## config.mk

```make
export PLATFORM = sky130hd
export DESIGN_NAME = rsa_exp_ctrl
export DESIGN_NICKNAME = d
export VERILOG_FILES = /design/src/rtl/rsa_pkg.sv /design/src/rtl/rsa_exp_bit_sel.sv /design/src/rtl/rsa_exp_ctrl.sv
export SDC_FILE = /design/constraint.sdc
export NUM_CORES = 2
export LEC_CHECK = 0
export CORE_AREA = 2 2 414 416
export CTS_CLUSTER_SIZE = 10
export DETAILED_ROUTE_END_ITERATION = 8
export DIE_AREA = 0 0 416 418
export DONT_BUFFER_PORTS = 1
export PLACE_DENSITY = 0.45
export SLEW_MARGIN = 20
export SYNTH_ARGS = -nofsm -noshare
export SYNTH_HDL_FRONTEND = slang
export SYNTH_SLANG_ARGS = --single-unit
export TNS_END_PERCENT = 100
```

## constraint.sdc

```tcl
create_clock -name clk -period 41.1 [get_ports clk]
set_clock_uncertainty 0.05 [all_clocks]
set_input_delay 6.165 -clock clk [delete_from_list [all_inputs] [get_ports clk]]
set_output_delay 6.165 -clock clk [all_outputs]
set_load 0.1 [all_outputs]
```

## src/rtl/rsa_pkg.sv

```systemverilog
// Op codes, state encodings and default sizing shared by the RSA
// exponentiation sequencer and its helpers.
package rsa_pkg;

  localparam int unsigned DEFAULT_WIDTH = 1024;
  localparam int unsigned DEFAULT_LEN_W = 11;

  typedef enum logic [1:0] {
    OP_TO_MONT   = 2'd0,
    OP_SQUARE    = 2'd1,
    OP_MULT      = 2'd2,
    OP_FROM_MONT = 2'd3
  } op_e;

  typedef enum logic [3:0] {
    ST_IDLE  = 4'd0,
    ST_ISSUE = 4'd1,
    ST_WAIT  = 4'd2,
    ST_NEXT  = 4'd3,
    ST_DONE  = 4'd4
  } state_e;

  // Bits needed to address one bit of a w-bit exponent.
  function automatic int unsigned idx_width(input int unsigned w);
    return (w > 1) ? $clog2(w) : 1;
  endfunction

endpackage

```

## src/rtl/rsa_exp_bit_sel.sv

```systemverilog
// Latched exponent plus a saturating down-counter that walks it MSB first;
// presents the exponent bit under the counter.
module rsa_exp_bit_sel
  import rsa_pkg::*;
#(
  parameter int unsigned WIDTH = DEFAULT_WIDTH,
  parameter int unsigned LEN_W = DEFAULT_LEN_W
) (
  input  logic             clk,
  input  logic             reset,
  input  logic             load_i,
  input  logic [WIDTH-1:0] exp_i,
  input  logic [LEN_W-1:0] len_i,
  input  logic             dec_i,
  output logic             len_zero_o,
  output logic             is_zero_c,
  output logic             exp_bit_c
);

  localparam int unsigned      IDX_W   = idx_width(WIDTH);
  localparam logic [LEN_W-1:0] LEN_MAX = LEN_W'(WIDTH);

  logic [WIDTH-1:0] exp_q, exp_d;
  logic [IDX_W-1:0] idx_q, idx_d;
  logic             len_zero_q, len_zero_d;
  logic [LEN_W-1:0] eff_len_c;

  // Lengths beyond the exponent width saturate; the counter never wraps.
  always_comb begin
    eff_len_c  = (len_i > LEN_MAX) ? LEN_MAX : len_i;
    exp_d      = exp_q;
    idx_d      = idx_q;
    len_zero_d = len_zero_q;
    if (load_i) begin
      exp_d      = exp_i;
      idx_d      = IDX_W'(eff_len_c - LEN_W'(1));
      len_zero_d = (eff_len_c == '0);
    end else if (dec_i && (idx_q != '0)) begin
      idx_d = idx_q - IDX_W'(1);
    end
  end

  always_ff @(posedge clk or posedge reset) begin
    if (reset) begin
      exp_q      <= '0;
      idx_q      <= '0;
      len_zero_q <= 1'b0;
    end else begin
      exp_q      <= exp_d;
      idx_q      <= idx_d;
      len_zero_q <= len_zero_d;
    end
  end

  assign len_zero_o = len_zero_q;
  assign is_zero_c  = (idx_q == '0);
  assign exp_bit_c  = exp_q[idx_q];

endmodule

```

## src/rtl/rsa_exp_ctrl.sv

```systemverilog
// Left-to-right square-and-multiply sequencer driving a Montgomery
// multiplier through a start/done handshake with op codes.
module rsa_exp_ctrl
  import rsa_pkg::*;
#(
  parameter int unsigned WIDTH = DEFAULT_WIDTH,
  parameter int unsigned LEN_W = DEFAULT_LEN_W
) (
  input  logic             clk,
  input  logic             reset,
  input  logic             start,
  input  logic [WIDTH-1:0] exp,
  input  logic [LEN_W-1:0] exp_len,
  output logic             busy,
  output logic             done,
  output logic             error,
  output logic             a_init,
  output logic             mont_start,
  output logic [1:0]       mont_op,
  input  logic             mont_done,
  output logic [3:0]       state_dbg
);

  state_e state_q;
  op_e    op_q;
  op_e    next_op_c;
  logic   busy_q, done_q, error_q, a_init_q, mont_start_q;
  logic   load_c, dec_c, advance_c, finish_c;
  logic   len_zero, is_zero_c, exp_bit_c;

  assign load_c = (state_q == ST_IDLE) && start;

  rsa_exp_bit_sel #(
    .WIDTH (WIDTH),
    .LEN_W (LEN_W)
  ) u_bit_sel (
    .clk        (clk),
    .reset      (reset),
    .load_i     (load_c),
    .exp_i      (exp),
    .len_i      (exp_len),
    .dec_i      (dec_c),
    .len_zero_o (len_zero),
    .is_zero_c  (is_zero_c),
    .exp_bit_c  (exp_bit_c)
  );

  // Next op after the one just completed; index 0 is tested before decrementing.
  always_comb begin
    next_op_c = OP_FROM_MONT;
    advance_c = 1'b0;
    finish_c  = 1'b0;
    case (op_q)
      OP_TO_MONT: next_op_c = len_zero ? OP_FROM_MONT : OP_SQUARE;
      OP_SQUARE:  if (exp_bit_c) next_op_c = OP_MULT; else advance_c = 1'b1;
      OP_MULT:    advance_c = 1'b1;
      default:    finish_c = 1'b1;
    endcase
    if (advance_c && !is_zero_c) next_op_c = OP_SQUARE;
    dec_c = (state_q == ST_NEXT) && advance_c && !is_zero_c;
  end

  always_ff @(posedge clk or posedge reset) begin
    if (reset) begin
      state_q      <= ST_IDLE;
      op_q         <= OP_TO_MONT;
      busy_q       <= 1'b0;
      done_q       <= 1'b0;
      error_q      <= 1'b0;
      a_init_q     <= 1'b0;
      mont_start_q <= 1'b0;
    end else begin
      a_init_q     <= 1'b0;
      mont_start_q <= 1'b0;
      done_q       <= 1'b0;
      case (state_q)
        ST_IDLE: begin
          if (start) begin
            state_q      <= ST_ISSUE;
            op_q         <= OP_TO_MONT;
            busy_q       <= 1'b1;
            error_q      <= 1'b0;
            a_init_q     <= 1'b1;
            mont_start_q <= 1'b1;
          end
        end
        ST_ISSUE: state_q <= ST_WAIT;
        ST_WAIT:  if (mont_done) state_q <= ST_NEXT;
        ST_NEXT: begin
          if (finish_c) begin
            state_q <= ST_DONE;
            done_q  <= 1'b1;
            busy_q  <= 1'b0;
          end else begin
            state_q      <= ST_ISSUE;
            op_q         <= next_op_c;
            mont_start_q <= 1'b1;
          end
        end
        ST_DONE:  state_q <= ST_IDLE;
        default:  state_q <= ST_IDLE;
      endcase
      // Stray completions are flagged; placed last so they win over a start's clear.
      if (mont_done && (state_q != ST_WAIT)) error_q <= 1'b1;
    end
  end

  assign busy       = busy_q;
  assign done       = done_q;
  assign error      = error_q;
  assign a_init     = a_init_q;
  assign mont_start = mont_start_q;
  assign mont_op    = op_q;
  assign state_dbg  = state_q;

endmodule

```

==> impl_summary.log <==
INFO  metric outcome = finished clean
INFO  metric mappedNetlistNets = around 6,300
INFO  metric ys_top_cells_by_count = sky130_fd_sc_hd__nand2_1, sky130_fd_sc_hd__dfrtp_1, sky130_fd_sc_hd__clkbuf_1
INFO  metric worstPathBufferInverterCount = 4
INFO  metric grt_util_all_layers = 21.7%
INFO  metric worst-slew-pin-transition = approximately 1.2 ns
INFO  metric netlist.top_cell.by_area = sky130_fd_sc_hd__dfrtp_1
INFO  metric timing.slew.headroom = about a fifth
INFO  metric max_stage_delay = 0.96 ns
INFO  metric setup-tns-final = 0 ns
INFO  metric die-area = approximately 0.17 mm²
INFO  metric synth_compound_gate_area_share = approximately 3.3%
INFO  metric cts_inserted_buffers = 133
INFO  metric seq_area_frac_synth = 54.1%
INFO  metric synth_edf_count = 0
INFO  metric timing.final.crit_period = 8.99 ns
INFO  metric post_cts_setup_buffer_count = 0
INFO  metric worstPathArrival = slightly below 10 ns
INFO  metric ys_top_cells_by_area = sky130_fd_sc_hd__dfrtp_1, sky130_fd_sc_hd__nand2_1, sky130_fd_sc_hd__mux4_2
INFO  metric path_max_fanout = ~150
INFO  metric worstSkewPairLatency = between 0.7 and 0.8 ns
INFO  metric avgSynthCellArea = ~9.2 µm²
INFO  metric cts_repair_resize_count = 0
INFO  metric mapped_cell_area = between 0.04 and 0.05 mm²
INFO  metric number_of_search_and_repair_iterations_in_the_first_detailed_routing_pass = 5
INFO  metric route.antenna.remaining_nets = 0
INFO  metric cts_root_buf = sky130_fd_sc_hd__clkbuf_16
INFO  metric finalNetCount = just over 6,000
INFO  metric drc = 0
INFO  metric power.density = between 80 and 90 mW/mm²
INFO  metric drt-vias-per-instance = 4.92
INFO  metric rsz_0062_raised_after_global_routing = false
INFO  metric dp_hpwl = about 140,000 µm
INFO  metric postSynth.asyncResetShare = between 90% and 100%
INFO  metric leakage = around 0.027 µW
INFO  metric irDropWorstVdd = between 40 and 50 µV
INFO  metric hold_slack = ~0.41 ns
INFO  metric floorplan.initialDensity = roughly 29%
INFO  metric gp_congestion = ~0.84
INFO  metric cts_hold_repair.buffers = 0
INFO  metric tritoncts_num_sinks = between 1,000 and 1,500
INFO  metric yosys_warnings = 0
INFO  metric synthesis.instances = ~5,200
INFO  metric synth_xor_xnor_area_share = 0.0905%
INFO  metric cts_tree = built
INFO  metric grt_start_max_net_pins = about 190
INFO  metric max_slew_violation_count = 0
INFO  metric post-synth-top-area-fraction = 54.1%
INFO  metric worst_ep_required_time = ~42 ns
INFO  metric die_width = about 420 µm
INFO  metric timing.critical_path.cells = or4b_4 > buf_4 > buf_12 > buf_16 > buf_4 > nand2_1 > nand2_1
INFO  metric route.final.wire_length = approximately 190,000 µm
INFO  metric worst_hold_path_type = flip-flop to flip-flop
INFO  metric std_cell_rows = around 150
INFO  metric clkTransAtPathRegs = 0.06 ns
INFO  metric cap_violations = 0
INFO  metric synth-seq-cells = approximately 1,000
INFO  metric share_of_cells_above_drive_strength_1 = about a tenth
INFO  metric critical_path_class = input pin to flip-flop
INFO  metric synth.most_common_cell = sky130_fd_sc_hd__nand2_1
INFO  metric fmax = ~110 MHz
INFO  metric overflow = 0
INFO  metric yosys.area_share.adder = 0.129%
INFO  metric detail_route.wl_per_cell = roughly 26 µm
INFO  metric grt_first_pass_wirelength = around 270,000 µm
INFO  metric netlist_cell_types = between 70 and 80
INFO  metric cts_buffer_depth = 3
INFO  metric die_height = 418 µm
INFO  metric floorplan.core_area = between 0.15 and 0.2 mm²
INFO  metric floorplan.io_pins = ~1,100
INFO  metric vias = approximately 37,000
INFO  metric main_flop_type_after_synthesis = sky130_fd_sc_hd__dfrtp_1
INFO  metric crit_slowest_cell = sky130_fd_sc_hd__buf_4
INFO  metric areaGrowthSynthToFinish = 12.2%
INFO  metric largest_family_of_logic_cells_by_synthesized_area = simple AND/OR/NAND/NOR gates
INFO  metric report.power.total = 4750 µW
INFO  metric startpoint_type = input pin
INFO  metric period_share = a little over a fifth
INFO  metric io_buffers = 0
INFO  metric via_count_of_the_first_global_routing_pass = 37,400
INFO  metric report.final.setup_viol = 0
INFO  metric grt_antenna_before_repair = 49
INFO  metric cp-end-kind = flip-flop
INFO  metric timing.final.hold_violations = 0
INFO  metric share_of_synthesized_cell_area_in_and_or_nand_and_nor_gates = 25.8%
INFO  metric drt-initial-drc-count = between 2,000 and 3,000
INFO  metric post_synthesis_mux_area_share = about 13%
INFO  metric cts_max_level = 4
INFO  metric worst_path_dominant_cell_family = buffers and inverters
where the power goes:
group	internal, µW	switching [µW]
combinational	719	1090
clock	648	465
sequential	1510	316
total	2880	1870
logic make-up (layout without fill, tap and decap cells):
group                      count (synthesis)  after routing
AOI/OAI and AO/OA                        229            229
xor gates and xnor gates                   5              5
adders and majority gates                  5              5
buffers and inverters                    348            292
DFF                                     1045           1045
muxes                                    356            356
other                                      1             31
and+or+nand+nor                         3255           3255
sequential cells by signal (all words and copies together), names as in the netlist:
signal                cells
mont_start                1
u_bit_sel.exp_q        1024
state_dbg                 3
mont_op                   2
u_bit_sel.len_zero_o      1
u_bit_sel.idx_q          10
a_init                    1
error                     1
done                      1
busy                      1
worst paths after layout:
kind / to / start / cells past startpoint / slack (ns)
setup / recovery: u_bit_sel.exp_q[92] / start / 7 / 32.11
hold / removal: u_bit_sel.exp_q[491] / u_bit_sel.exp_q[491] / 2 / 0.41
setup reg to reg: u_bit_sel.idx_q[3] / u_bit_sel.idx_q[2] / 12 / 35.19
hold reg to reg: u_bit_sel.exp_q[491] / u_bit_sel.exp_q[491] / 2 / 0.41
max in group asynchronous: u_bit_sel.exp_q[61] / reset / 5 / 32.34
min in group asynchronous: u_bit_sel.exp_q[665] / reset / 1 / 5.30
layout make-up:
| cell class | instances | area (µm²) |
|---|---|---|
| fill | 17800 | 115000 |
| sequential | 1045 | 26200 |
| multi-input combinational | 3851 | 20500 |
| clock buffer | 181 | 3720 |
| tap | 2218 | 2780 |
| timing repair buffer | 72 | 684 |
| clock inverter | 25 | 290 |
| antenna | 30 | 75.1 |
| inverter | 14 | 67.6 |
through the flow:
stage | util [%] | setup WS [ns] | cell area, µm² | std cells
6_report | 32.1 | 32.11 | 54300 | 7436
5_1_grt | 32.1 | 31.84 | 54200 | 7432
4_1_cts | 32.0 | 32.20 | 54200 | 7405
3_5_place_dp | 29.7 | 31.36 | 50100 | 7199
3_3_place_gp | 29.6 | 31.38 | 50100 | 7198
2_1_floorplan | - | 5.47 | 48400 | 5244
routing by layer:
metal | part of all wire (%) | vias up | track usage [%]
li1 | - | 16700 | -
met2 | 50 | 1144 | 36.1
met1 | 41 | 18500 | 27.4
met4 | 2.6 | 16 | 7.20
met3 | 6.4 | 257 | 5.53
met5 | 0.063 | - | 0
layout by cell type (no fill, tap or decap), drive strengths merged, types with 4 or more instances in the layout:
| master | netlist | routed |
|---|---|---|
| o211ai | 8 | 8 |
| nand3 | 20 | 20 |
| mux2i | 133 | 133 |
| nand2 | 3126 | 3126 |
| clkbuf | 254 | 181 |
| nor4 | 7 | 7 |
| diode | 0 | 30 |
| dfrtp | 1045 | 1045 |
| a221oi | 10 | 10 |
| o31ai | 4 | 4 |
| nor2 | 39 | 39 |
| and3 | 5 | 5 |
| ha | 5 | 5 |
| o22ai | 24 | 24 |
| a31oi | 9 | 9 |
| o21ai | 24 | 24 |
| mux4 | 205 | 205 |
| a211oi | 8 | 8 |
| inv | 12 | 16 |
| nand3b | 5 | 5 |
| mux2 | 18 | 18 |
| a22o | 4 | 4 |
| o221ai | 18 | 18 |
| a22oi | 41 | 41 |
| and2 | 4 | 4 |
| a21oi | 44 | 44 |
| nand2b | 10 | 10 |
| o2111ai | 5 | 5 |
| buf | 80 | 72 |
| or2 | 4 | 4 |
| nor2b | 10 | 10 |
| clkinv | 2 | 17 |
| xnor2 | 4 | 4 |
| nand4 | 6 | 6 |
| nor3 | 7 | 7 |
tightest hold or removal path: cells and delay by family, from the launching register on:
family / cells / cell delay [ns]
flip-flops: 1 / 0.33
AND/OR/NAND/NOR: 2 / 0.10
(Power assumes the default switching activity.)
